### src/rtl/la_ioseq.sv
// la_ioseq: sky130 IO ring power-up/down sequencer ordering enables and hold against power-good.
// Optional hold-retention handshake is enabled by defining LA_IOSEQ_RETENTION_EN.
module la_ioseq #(
  parameter int DLYW     = 8,
  parameter int DLY_IO   = 16,
  parameter int DLY_HOLD = 8
) (
  input  logic clk,
  input  logic nreset,
  input  logic vdd_good,
  input  logic vddio_good,
`ifdef LA_IOSEQ_RETENTION_EN
  input  logic ret_req,
  output logic ret_ack,
`endif
  output logic enable_h,
  output logic enable_vdda_h,
  output logic enable_vswitch_h,
  output logic hld_h_n,
  output logic ready,
  output logic fault
);
`ifdef LA_IOSEQ_RETENTION_EN
  typedef enum logic [2:0] {OFF, STABLE, ENABLE, RELEASE, READY, SHUTDN, RETAIN} state_t;
`else
  typedef enum logic [2:0] {OFF, STABLE, ENABLE, RELEASE, READY, SHUTDN} state_t;
`endif
  localparam logic [DLYW-1:0] IO_LAST   = DLYW'(DLY_IO - 1);
  localparam logic [DLYW-1:0] HOLD_LAST = DLYW'(DLY_HOLD - 1);
  state_t state_q, state_d;
  logic [DLYW-1:0] cnt_q, cnt_d, cnt_inc;
  logic [1:0] vdd_s_q, vio_s_q;
  logic pg, en_q, en_d, hld_q, rdy_q, flt_q, flt_d;
  assign pg      = vdd_s_q[1] & vio_s_q[1];
  assign cnt_inc = (&cnt_q) ? cnt_q : cnt_q + DLYW'(1);
  always_comb begin
    state_d = state_q;
    cnt_d   = '0;
    case (state_q)
      OFF:     state_d = pg ? STABLE : OFF;
      STABLE:  begin
        state_d = !pg ? OFF : (cnt_q == IO_LAST) ? ENABLE : STABLE;
        cnt_d   = (state_d == STABLE) ? cnt_inc : '0;
      end
      ENABLE:  begin
        state_d = !pg ? SHUTDN : (cnt_q == HOLD_LAST) ? RELEASE : ENABLE;
        cnt_d   = (state_d == ENABLE) ? cnt_inc : '0;
      end
      RELEASE: state_d = pg ? READY : SHUTDN;
`ifdef LA_IOSEQ_RETENTION_EN
      READY:   state_d = !pg ? SHUTDN : ret_req ? RETAIN : READY;
      RETAIN:  state_d = !pg ? SHUTDN : ret_req ? RETAIN : RELEASE;
`else
      READY:   state_d = pg ? READY : SHUTDN;
`endif
      SHUTDN:  begin
        state_d = (cnt_q == DLYW'(1)) ? OFF : SHUTDN;
        cnt_d   = (state_d == SHUTDN) ? cnt_inc : '0;
      end
      default: state_d = OFF;
    endcase
  end
  // Outputs are registered from the next state so they line up with the state they describe.
`ifdef LA_IOSEQ_RETENTION_EN
  assign en_d  = (state_d inside {ENABLE, RELEASE, READY, RETAIN}) || (state_d == SHUTDN && cnt_d == '0);
  assign flt_d = flt_q || ((state_q inside {READY, RETAIN}) && state_d == SHUTDN);
  logic ack_q;
  assign ret_ack = ack_q;
  always_ff @(posedge clk or negedge nreset)
    if (!nreset) ack_q <= 1'b0;
    else         ack_q <= (state_q == RETAIN) && (state_d == RETAIN);
`else
  assign en_d  = (state_d inside {ENABLE, RELEASE, READY}) || (state_d == SHUTDN && cnt_d == '0);
  assign flt_d = flt_q || (state_q == READY && state_d == SHUTDN);
`endif
  always_ff @(posedge clk or negedge nreset) begin
    if (!nreset) begin
      state_q <= OFF;
      cnt_q   <= '0;
      vdd_s_q <= '0;
      vio_s_q <= '0;
      en_q    <= 1'b0;
      hld_q   <= 1'b0;
      rdy_q   <= 1'b0;
      flt_q   <= 1'b0;
    end else begin
      state_q <= state_d;
      cnt_q   <= cnt_d;
      vdd_s_q <= {vdd_s_q[0], vdd_good};
      vio_s_q <= {vio_s_q[0], vddio_good};
      en_q    <= en_d;
      hld_q   <= (state_d inside {RELEASE, READY});
      rdy_q   <= (state_d == READY);
      flt_q   <= flt_d;
    end
  end
  assign enable_h         = en_q;
  assign enable_vdda_h    = en_q;
  assign enable_vswitch_h = en_q;
  assign hld_h_n          = hld_q;
  assign ready            = rdy_q;
  assign fault            = flt_q;
endmodule
### config.mk
export PLATFORM = sky130hd
export DESIGN_NAME = la_ioseq
export DESIGN_NICKNAME = d
export VERILOG_FILES = /design/src/rtl/la_ioseq.sv
export SDC_FILE = /design/constraint.sdc
export NUM_CORES = 1
export LEC_CHECK = 0
export ABC_AREA = 1
export BUFFER_PORTS_ARGS = -buffer_cell sky130_fd_sc_hd__buf_2
export CAP_MARGIN = 20
export CORE_ASPECT_RATIO = 1.4
export CORE_MARGIN = 2
export CORE_UTILIZATION = 40
export DETAILED_ROUTE_END_ITERATION = 8
export SLEW_MARGIN = 25
export SYNTH_ARGS = -nofsm -noshare
export SYNTH_HDL_FRONTEND = slang
export SYNTH_SLANG_ARGS = --single-unit
### constraint.sdc
create_clock -name clk -period 1.5 [get_ports clk]
set_input_delay 0 -clock clk [delete_from_list [all_inputs] [get_ports clk]]
set_output_delay 0 -clock clk [all_outputs]
set_load 0.03 [all_outputs]
==> impl_metrics.csv, run 1 <==
group,metric,value,unit
outcome,status,"finished with violations",
outcome,violations,"negative setup slack",
drt,first_iter_violations,17,
global_route,grt_max_degree,20,
drt,vias_per_cell,4.725,
setup_path,cp.required,1.71,ns
setup_path,rrSetupSlack,-0.04,ns
timing,rsz0062_at_grt,"true",
die,ios,10,
cells_and_area,fin_util,55.07,%
timing,maxSlewViolCount,0,
placement,gp_congestion,0.8306,
setup_path,worstSetupStartpoint,"cnt_q[6]$_DFF_PN0_",
clocking,cts_sinks,19,
drt,vias,997,
global_route,grt_pass1_wl,4.429,mm
setup_path,cp-start-kind,"flop",
pwr,power_density,582.7,nW/um^2
cells_and_area,syn2layout_area_growth,29.37,%
logic_synthesis,syn_nets,151,
drt,detail-route-antenna-nets,0,
pwr,p_leak,0.7920,nW
job,cap_violations,0,
logic_synthesis,ys_seq_area_share,42.27,%
logic_synthesis,synth-seq-cells,19,
setup_path,crit_path_end_kind,"flop",
pwr,combPwrFrac,7.9,%
cells_and_area,layout.nets,182,
cells_and_area,fin_area,1455,sq um
logic_synthesis,synth-simple-area-share,36.71,%
placement,dp_hpwl,1.885,mm
drt,post_drt_wl_per_cell,12.04,um
clocking,h-tree-depth,1,
pwr,p_clk_share,30.2,%
clocking,cts_tree,"built",
logic_synthesis,synthAdderAreaFrac,2.225,%
timing,post-route-min-period,1.540,ns
die,std_cell_rows,22,
cells_and_area,diodes,0,
global_route,antenna_found_initial,0,
logic_synthesis,synth_top_family_by_area,"simple AND/OR/NAND/NOR gates",
logic_synthesis,synth_compound_area_share,7.341,%
drt,dr.pass1.iters,4,
clocking,cts_buffers,3,
timing,worst_pin_slew,0.4306,ns
logic_synthesis,synth_cell_type_count,23,
setup_path,path_class,"reg -> reg",
timing,whs,0.1513,ns
clocking,clkLatencyLatePin,0.30,ns
global_route,grtUsageTotal,18.02,%
pwr,power_frac_seq,62.0,%
clocking,clkTransAtPathRegs,0.11,ns
timing,hold_viol_final,0,
die,start_util,42.57,%
global_route,overflow,0,
pwr,switching_share,23.98,%
die,die_area,3258,sq um
drt,drc,0,
cells_and_area,layout_common_cells,"29 x nand2_1, 23 x inv_1, 16 x dfrtp_1, 16 x buf_4, 12 x nand3_1",
logic_synthesis,synth_cells,145,
cells_and_area,mostFrequentLayoutCell,"nand2_1",
pwr,peakVddDrop,496.1,uV
timing,finalSetupViolCount,1,
timing,post-route-period-util,102.6,%
setup_path,arrival,1.75,ns
timing,fin_skew,0.01037,ns
logic_synthesis,synth_warnings,0,
placement,dpl_cell_area,1303,sq um
min_path,hp-class,"in -> async",
pwr,internal-power,0.6446,mW
drt,routed_wl,2.541,mm
placement,portBuffers,9,
timing,fmax,649.5,MHz
logic_synthesis,synth-xor-area-share,0.7786,%
cells_and_area,final_layout_size_suffix_gt1_share,39.43,%
logic_synthesis,avgSynthCellArea,7.757,sq um
global_route,grt_pass1_vias,1068,
logic_synthesis,synth_area,1125,sq um
setup_path,cp_max_fo,9,
die,die_y,66.75,um
clocking,cts-root-buf,"clkbuf_4",
clocking,clockBufferDepth,2,
timing,relSlewSlack,71.30,%
die,fp.dieW,48.82,um
die,core_area,2643,sq um
logic_synthesis,muxShareOfSynthArea,0,%
timing,setup_ws,-0.03958,ns
setup_path,r2r_start,"cnt_q[6]$_DFF_PN0_",
pwr,p_switching,0.2033,mW
## registers in the layout, indices dropped and copies added (netlist names)
register,cells
fault,1
vdd_s_q,2
cnt_q,8
enable_h,1
vio_s_q,2
hld_h_n,1
ready,1
state_q,3
## cell families (layout without fill, tap and decap cells)
| group | count (synthesis) | in the layout |
|---|---|---|
| xor+xnor | 1 | 1 |
| flops | 19 | 19 |
| fa+ha+maj | 2 | 2 |
| buf+inv | 30 | 60 |
| simple gates | 81 | 81 |
| compound gates | 12 | 12 |
## power by group through the flow
stage | sequential [mW] | combinational (mW) | clock [mW]
after floorplan | 0.535 | 0.0311 | 0
after global placement | 0.534 | 0.0520 | 0
after detailed placement | 0.535 | 0.0538 | 0
after CTS | 0.525 | 0.0649 | 0.265
after global routing | 0.526 | 0.0748 | 0.286
final | 0.525 | 0.0668 | 0.256
## through the flow
stage                     setup WS [ns]   TNS, ns  total power [mW]  cells
after global placement         -0.08404  -0.08404            0.5864    200
after floorplan                 0.02465         0            0.5658    145
after global routing            -0.1900   -0.4429            0.8871    211
after CTS                      -0.04488  -0.04488            0.8552    210
after detailed placement       -0.09643  -0.09643            0.5888    200
final                          -0.03958  -0.03958            0.8479    211
## what timing repair did
item / CTS / global route
gates resized for setup: 13 / 12
hold endpoints to repair: 21 / 0
hold buffers: 3 / 0
setup endpoints to repair: 3 / 10
pin swaps: 5 / 2
setup buffers: 3 / 1
gates cloned: 0 / 0
## cell usage after synthesis (all sizes together)
library cell | number | area, sq um
nand2 | 41 | 166.4
inv | 28 | 105.1
nor2 | 22 | 115.1
dfrtp | 19 | 475.5
nand3 | 15 | 112.6
o21ai | 6 | 30.02
buf | 2 | 15.01
ha | 2 | 25.02
nand4 | 2 | 12.51
o21bai | 2 | 26.28
a21boi | 1 | 7.510
a21oi | 1 | 5.000
a31oi | 1 | 6.260
o21a | 1 | 7.510
or2 | 1 | 6.260
xor2 | 1 | 8.760
## final cells by class
type	count	area, sq um
Tap cell	36	45.04
Fill cell	268	1187
Inverter	28	105.1
Clock inverter	1	5.005
Clock buffer	3	22.52
Timing Repair Buffer	28	195.2
Sequential cell	19	479.2
Multi-Input combinational cell	96	603.1
## worst max-delay path: stages (launching register included)
cell,delay [ns]
dfrtp_1,0.43
buf_4,0.14
nand2_1,0.05
nor2_1,0.18
nand2_4,0.13
a21boi_1,0.21
nand2_2,0.09
nand3_1,0.09
nor2_2,0.04
nand2_1,0.05
nand2_1,0.04
## per-layer routing
layer | up-vias | share of wire [%] | track usage (%) | routed length [um]
met5 | - | 0 | 0 | 0
met4 | 0 | 4.6 | 11.43 | 116
met3 | 13 | 2.9 | 3.139 | 74
met2 | 24 | 57 | 35.62 | 1437
met1 | 459 | 36 | 16.86 | 912
li1 | 501 | - | - | -
## worst paths after layout
| check | endpoint | cells past startpoint |
|---|---|---|
| setup / recovery | enable_h$_DFF_PN0_ | 10 |
| hold / removal | vdd_s_q[0]$_DFF_PN0_ | 2 |
| setup reg to reg | enable_h$_DFF_PN0_ | 10 |
| hold reg to reg | vdd_s_q[1]$_DFF_PN0_ | 0 |
| max in group asynchronous | cnt_q[1]$_DFF_PN0_ | 2 |
| min in group clk | vio_s_q[0]$_DFF_PN0_ | 2 |
Note: power is estimated with default switching activity, not from simulation.
==> run 2: changes to the inputs <==
--- a/config.mk
+++ b/config.mk
@@ -9,7 +9,7 @@
 export BUFFER_PORTS_ARGS = -buffer_cell sky130_fd_sc_hd__buf_2
 export CAP_MARGIN = 20
 export CORE_ASPECT_RATIO = 1.4
-export CORE_MARGIN = 2
+export CORE_MARGIN = 5
 export CORE_UTILIZATION = 40
 export DETAILED_ROUTE_END_ITERATION = 8
 export SLEW_MARGIN = 25
==> constraint.sdc (replaced) <==
create_clock -name clk -period 1.3 [get_ports clk]
set_input_delay 0 -clock clk [delete_from_list [all_inputs] [get_ports clk]]
set_output_delay 0 -clock clk [all_outputs]
set_load 0.03 [all_outputs]
==> run 2 against run 1 <==
The flow still finishes with violations (negative setup slack). Critical path depth fell by 1. Clock skew decreased by 0.0033 ns. Final cell count up 6.6%. Via count up 2.5%. Fmax down 0.19%. Combinational power grew 27%. Worst hold slack improved by 0.0064 ns. Critical path type unchanged. Critical endpoint is now hld_h_n$_DFF_PN0_. Highest routed layer unchanged.
==> impl_metrics.csv, run 2 (synthesis results as in run 1) <==
group,metric,value,unit
timing,worst_pin_slew,0.4220,ns
timing,fmax,648.3,MHz
drt,first_iter_violations,11,
setup_path,r2r_cells,9,
setup_path,critPathMaxStageDelay,0.45,ns
cells_and_area,layout_common_cells,"32 x nand2_1, 28 x buf_4, 19 x inv_1, 16 x dfrtp_1",
setup_path,path_class,"reg -> reg",
timing,hold_viol_final,0,
cells_and_area,mostFrequentLayoutCell,"nand2_1",
global_route,grt_pass1_vias,1014,
setup_path,crit_slowest_cell,"dfrtp_1",
global_route,grtUsageTotal,14.38,%
clocking,clkTransAtPathRegs,0.11,ns
timing,post-route-min-period,1.543,ns
timing,setup_ws,-0.2425,ns
setup_path,r2r_start,"cnt_q[5]$_DFF_PN0_",
clocking,cts_buffers,3,
placement,pre_cts_ws,-0.2701,ns
clocking,clkLatencyLatePin,0.30,ns
setup_path,critPathTopFamily,"simple AND/OR/NAND/NOR gates",
die,start_util,42.13,%
clocking,h-tree-depth,1,
timing,fin_skew,0.007096,ns
die,core_area,2670,sq um
setup_path,r2r-end,"hld_h_n$_DFF_PN0_",
setup_path,worstPathCellList,"nor2_2, nand2_4, nor2_4, nor2_2, nor2_4, nand3_4, buf_4, nand2_1, o21ai_1",
setup_path,cp_max_fo,4,
setup_path,crit_path_end_kind,"flop",
die,fp.dieW,54.82,um
timing,maxSlewViolCount,0,
cells_and_area,largest_reg_flops,8,
timing,rsz0062_at_grt,"true",
timing,relSlewSlack,71.87,%
drt,routed_wl,2.535,mm
die,die_y,72.75,um
setup_path,rrSetupSlack,-0.24,ns
pwr,peakVddDrop,626.9,uV
die,ios,10,
global_route,overflow,0,
cells_and_area,final_layout_size_suffix_gt1_share,46.03,%
die,std_cell_rows,22,
cells_and_area,final_cells,225,
setup_path,arrival,1.73,ns
drt,detail-route-antenna-nets,0,
cells_and_area,layout.nets,196,
cells_and_area,nFillCells,256,
drt,dr.pass1.iters,4,
drt,drc,0,
global_route,antenna_found_initial,0,
global_route,grt_max_degree,20,
placement,gp_congestion,0.8002,
placement,place_inst,216,
timing,finalSetupViolCount,14,
cells_and_area,top_register,"cnt_q",
clocking,cts_tree,"built",
global_route,grt_pass1_wl,4.167,mm
drt,post_drt_wl_per_cell,11.27,um
outcome,violations,"negative setup slack",
clocking,cts_sinks,19,
outcome,status,"finished with violations",
drt,vias_per_cell,4.542,
pwr,p_leak,0.8442,nW
placement,portBuffers,9,
cells_and_area,largestRegisters,"cnt_q (8), state_q (3)",
die,die_area,3988,sq um
setup_path,cp.required,1.49,ns
job,cap_violations,0,
cells_and_area,diodes,0,
drt,vias,1022,
setup_path,timing.critical_path.buf_inv,1,
timing,post-route-period-util,118.7,%
min_path,hp-class,"in -> async",
clocking,cts-root-buf,"clkbuf_4",
timing,whs,0.1577,ns
pwr,power_density,628.3,nW/um^2
cells_and_area,syn2layout_area_growth,39.15,%
clocking,clockBufferDepth,2,
setup_path,cp-start-kind,"flop",
placement,dp_hpwl,1.929,mm
## run 2: where the power goes
group,switching (mW),internal (mW)
clock network,0.179,0.115
registers,0.00468,0.601
logic,0.0477,0.0372
## run 2: stage by stage
step,area [sq um],utilization [%],setup TNS (ns),total power [mW]
3_3_place_gp,1429,53.51,-2.102,0.6912
5_1_grt,1565,58.62,-2.941,1.033
2_1_floorplan,1144,-,-0.1582,0.6533
4_1_cts,1528,57.22,-1.790,0.9895
3_5_place_dp,1429,53.51,-2.156,0.6927
6_report,1565,58.62,-1.792,0.9834
## run 2: layer usage
layer,part of all wire [%],up-vias,GRT usage (%)
li1,-,531,-
met1,37,470,15.02
met2,59,16,27.89
met3,1.9,5,1.227
met4,1.4,0,4.986
met5,0,-,0
## run 2: final cells by class
class	instances	area [sq um]	share of cell area (%)
repair buffers	42	307.8	19.66
multi-input cells	96	600.6	38.37
inverters	28	105.1	6.715
flip-flops and latches	19	479.2	30.62
well taps	36	45.04	2.878
clock inverters	1	5.005	0.3197
clock buffers	3	22.52	1.439
## run 2: repair_timing
item,CTS,global route
gates resized for setup,11,14
hold endpoints to repair,21,0
pin swaps,7,3
setup endpoints to repair,14,15
hold buffers,3,0
buffers inserted,1,1
## run 2: worst reg2reg max path: cells and delay by family (launching register included)
kind,cells,cell delay [ns]
AO/OA/AOI/OAI,1,0.05
AND/OR/NAND/NOR,7,0.76
flip-flops,1,0.45
buffers and inverters,1,0.16
## run 2: worst max path at each step
stage,to,slack (ns),cells after the start,startpoint
6_report,hld_h_n$_DFF_PN0_,-0.24,9,cnt_q[5]$_DFF_PN0_
3_3_place_gp,enable_h$_DFF_PN0_,-0.28,9,cnt_q[5]$_DFF_PN0_
4_1_cts,enable_h$_DFF_PN0_,-0.24,10,cnt_q[1]$_DFF_PN0_
3_5_place_dp,enable_h$_DFF_PN0_,-0.27,9,cnt_q[5]$_DFF_PN0_
5_1_grt,enable_h$_DFF_PN0_,-0.37,11,cnt_q[4]$_DFF_PN0_
2_1_floorplan,enable_h$_DFF_PN0_,-0.16,10,cnt_q[1]$_DFF_PN0_
==> run 3: changes to the inputs <==
--- a/config.mk
+++ b/config.mk
@@ -12,6 +12,7 @@
 export CORE_MARGIN = 5
 export CORE_UTILIZATION = 40
 export DETAILED_ROUTE_END_ITERATION = 8
+export SKIP_CTS_REPAIR_TIMING = 1
 export SLEW_MARGIN = 25
 export SYNTH_ARGS = -nofsm -noshare
 export SYNTH_HDL_FRONTEND = slang
==> run 3 against run 2 <==
The flow still finishes with violations (negative setup slack). Worst hold slack gained 0.0046 ns. Critical path depth rose by 2. Clock-buffer cell count did not move. Non-clock buffer count is 2 lower. Final cell count fell by 0.89%. Utilization down 1.0 points. Die area is the same. First-iteration DRC count increased by 100%. Total power decreased by 0.49%.
==> impl_metrics.csv, run 3 (synthesis results as in run 1) <==
group,metric,value,unit
pwr,power_density,636.4,nW/um^2
die,fp.dieW,54.82,um
setup_path,rrSetupSlack,-0.26,ns
clocking,clkTransAtPathRegs,0.10,ns
timing,finalSetupViolCount,14,
timing,post-route-period-util,119.7,%
global_route,antenna_found_initial,0,
timing,hold_viol_final,0,
die,core_area,2670,sq um
setup_path,worstSetupStartpoint,"cnt_q[1]$_DFF_PN0_",
setup_path,r2r_cells,11,
clocking,cts_buffers,3,
placement,dp_hpwl,1.929,mm
setup_path,path_class,"reg -> reg",
drt,vias,1007,
global_route,grt-busiest-layer,"met2",
cells_and_area,fin_area,1538,sq um
setup_path,arrival,1.75,ns
setup_path,cp_max_fo,4,
cells_and_area,top_register,"cnt_q",
setup_path,cp-endpoint,"enable_h$_DFF_PN0_",
drt,dr.pass1.iters,4,
die,die_area,3988,sq um
outcome,violations,"negative setup slack",
timing,fmax,642.6,MHz
cells_and_area,largestRegisters,"cnt_q (8), state_q (3)",
global_route,grt_pass1_wl,3.905,mm
setup_path,worstPathCellList,"inv_1, ha_2, nand2_2, nor2_2, nor2_2, nor2_4, nand3_4, nor2_4, or2_1, inv_1, nand2_1",
placement,place_inst,216,
timing,rsz0062_at_grt,"true",
clocking,clockBufferDepth,2,
placement,gp_congestion,0.8002,
global_route,use_met3,1.227,%
timing,fin_skew,0.003874,ns
die,start_util,42.13,%
timing,setup_ws,-0.2562,ns
cells_and_area,final_layout_size_suffix_gt1_share,40.64,%
clocking,cts-root-buf,"clkbuf_4",
die,ios,10,
timing,relSlewSlack,71.90,%
setup_path,cp.required,1.50,ns
global_route,grt_pass1_vias,956,
clocking,cts_tree,"built",
placement,dpl_cell_area,1429,sq um
cells_and_area,diodes,0,
setup_path,crit_slowest_cell,"dfrtp_1",
job,cap_violations,0,
drt,vias_per_cell,4.516,
setup_path,cp-start-kind,"flop",
clocking,cts_sinks,19,
cells_and_area,layout.nets,194,
min_path,hp-class,"in -> async",
pwr,peakVddDrop,629.3,uV
cells_and_area,final_cells,223,
global_route,grtUsageTotal,13.41,%
clocking,h-tree-depth,1,
timing,post-route-min-period,1.556,ns
drt,post_drt_wl_per_cell,10.73,um
cells_and_area,syn2layout_area_growth,36.71,%
setup_path,crit_path_end_kind,"flop",
die,std_cell_rows,22,
setup_path,r2r_start,"cnt_q[1]$_DFF_PN0_",
global_route,grt_max_degree,20,
global_route,grt_util_met1,15.04,%
drt,drc,0,
cells_and_area,largest_reg_flops,8,
timing,maxSlewViolCount,0,
setup_path,critPathMaxStageDelay,0.42,ns
drt,detail-route-antenna-nets,0,
pwr,finalPower,0.9786,mW
placement,portBuffers,9,
cells_and_area,layout_common_cells,"33 x nand2_1, 26 x buf_4, 22 x inv_1, 17 x dfrtp_1, 13 x nor2_1",
clocking,clkLatencyLatePin,0.29,ns
pwr,p_leak,0.8353,nW
global_route,overflow,0,
outcome,status,"finished with violations",
setup_path,r2r-end,"enable_h$_DFF_PN0_",
die,die_y,72.75,um
timing,worst_pin_slew,0.4214,ns
cells_and_area,mostFrequentLayoutCell,"nand2_1",
drt,routed_wl,2.392,mm
drt,first_iter_violations,22,
global_route,grtUsageMet2,24.74,%
[run 3: cell types whose count changed in the layout (fill, tap and decap cells not counted), sizes merged]
cell  change
buf       -2
[run 3: area by class of cell]
cell class                      instances  area, sq um
Inverter                               28        105.1
Clock inverter                          1        5.005
Multi-Input combinational cell         96        589.3
Timing Repair Buffer                   40        292.8
Tap cell                               36        45.04
Sequential cell                        19        478.0
Clock buffer                            3        22.52
Fill cell                             260         1132
[run 3: layer usage]
| layer | wire [um] | up-vias |
|---|---|---|
| li1 | - | 527 |
| met4 | 36 | 0 |
| met2 | 1396 | 14 |
| met5 | 0 | - |
| met3 | 41 | 5 |
| met1 | 918 | 461 |
[run 3: worst min path at each step]
stage,to,slack [ns],cells after the start
after floorplan,cnt_q[0]$_DFF_PN0_,-0.30,0
after global routing,cnt_q[2]$_DFF_PN0_,0.19,2
after detailed placement,vio_s_q[0]$_DFF_PN0_,-0.04,1
after CTS,state_q[1]$_DFF_PN0_,-0.37,1
after global placement,vdd_s_q[0]$_DFF_PN0_,-0.05,1
final,cnt_q[1]$_DFF_PN0_,0.16,2
[run 3: report_power, final]
group,total [mW],switching (mW),internal [mW]
clock network,0.289,0.175,0.115
registers,0.605,0.00473,0.601
logic,0.0840,0.0481,0.0359
[run 3: stage by stage]
step / setup slack, ns / TNS (ns) / hold slack, ns / utilization [%]
after detailed placement: -0.2701 / -2.156 / -0.03885 / 53.51
after floorplan: -0.1582 / -0.1582 / -0.2956 / -
after CTS: -0.3039 / -2.451 / -0.3679 / 54.55
after global routing: -0.3924 / -3.338 / 0.1940 / 57.59
after global placement: -0.2797 / -2.102 / -0.04602 / 53.51
final: -0.2562 / -1.663 / 0.1624 / 57.59
[run 3: critical path: cells and delay by family, from the launching register on]
family	cells	cell delay, ns
buffers and inverters	2	0.13
adder cells (fa/ha/maj)	1	0.17
flip-flops	1	0.42
AND/OR/NAND/NOR	8	0.73
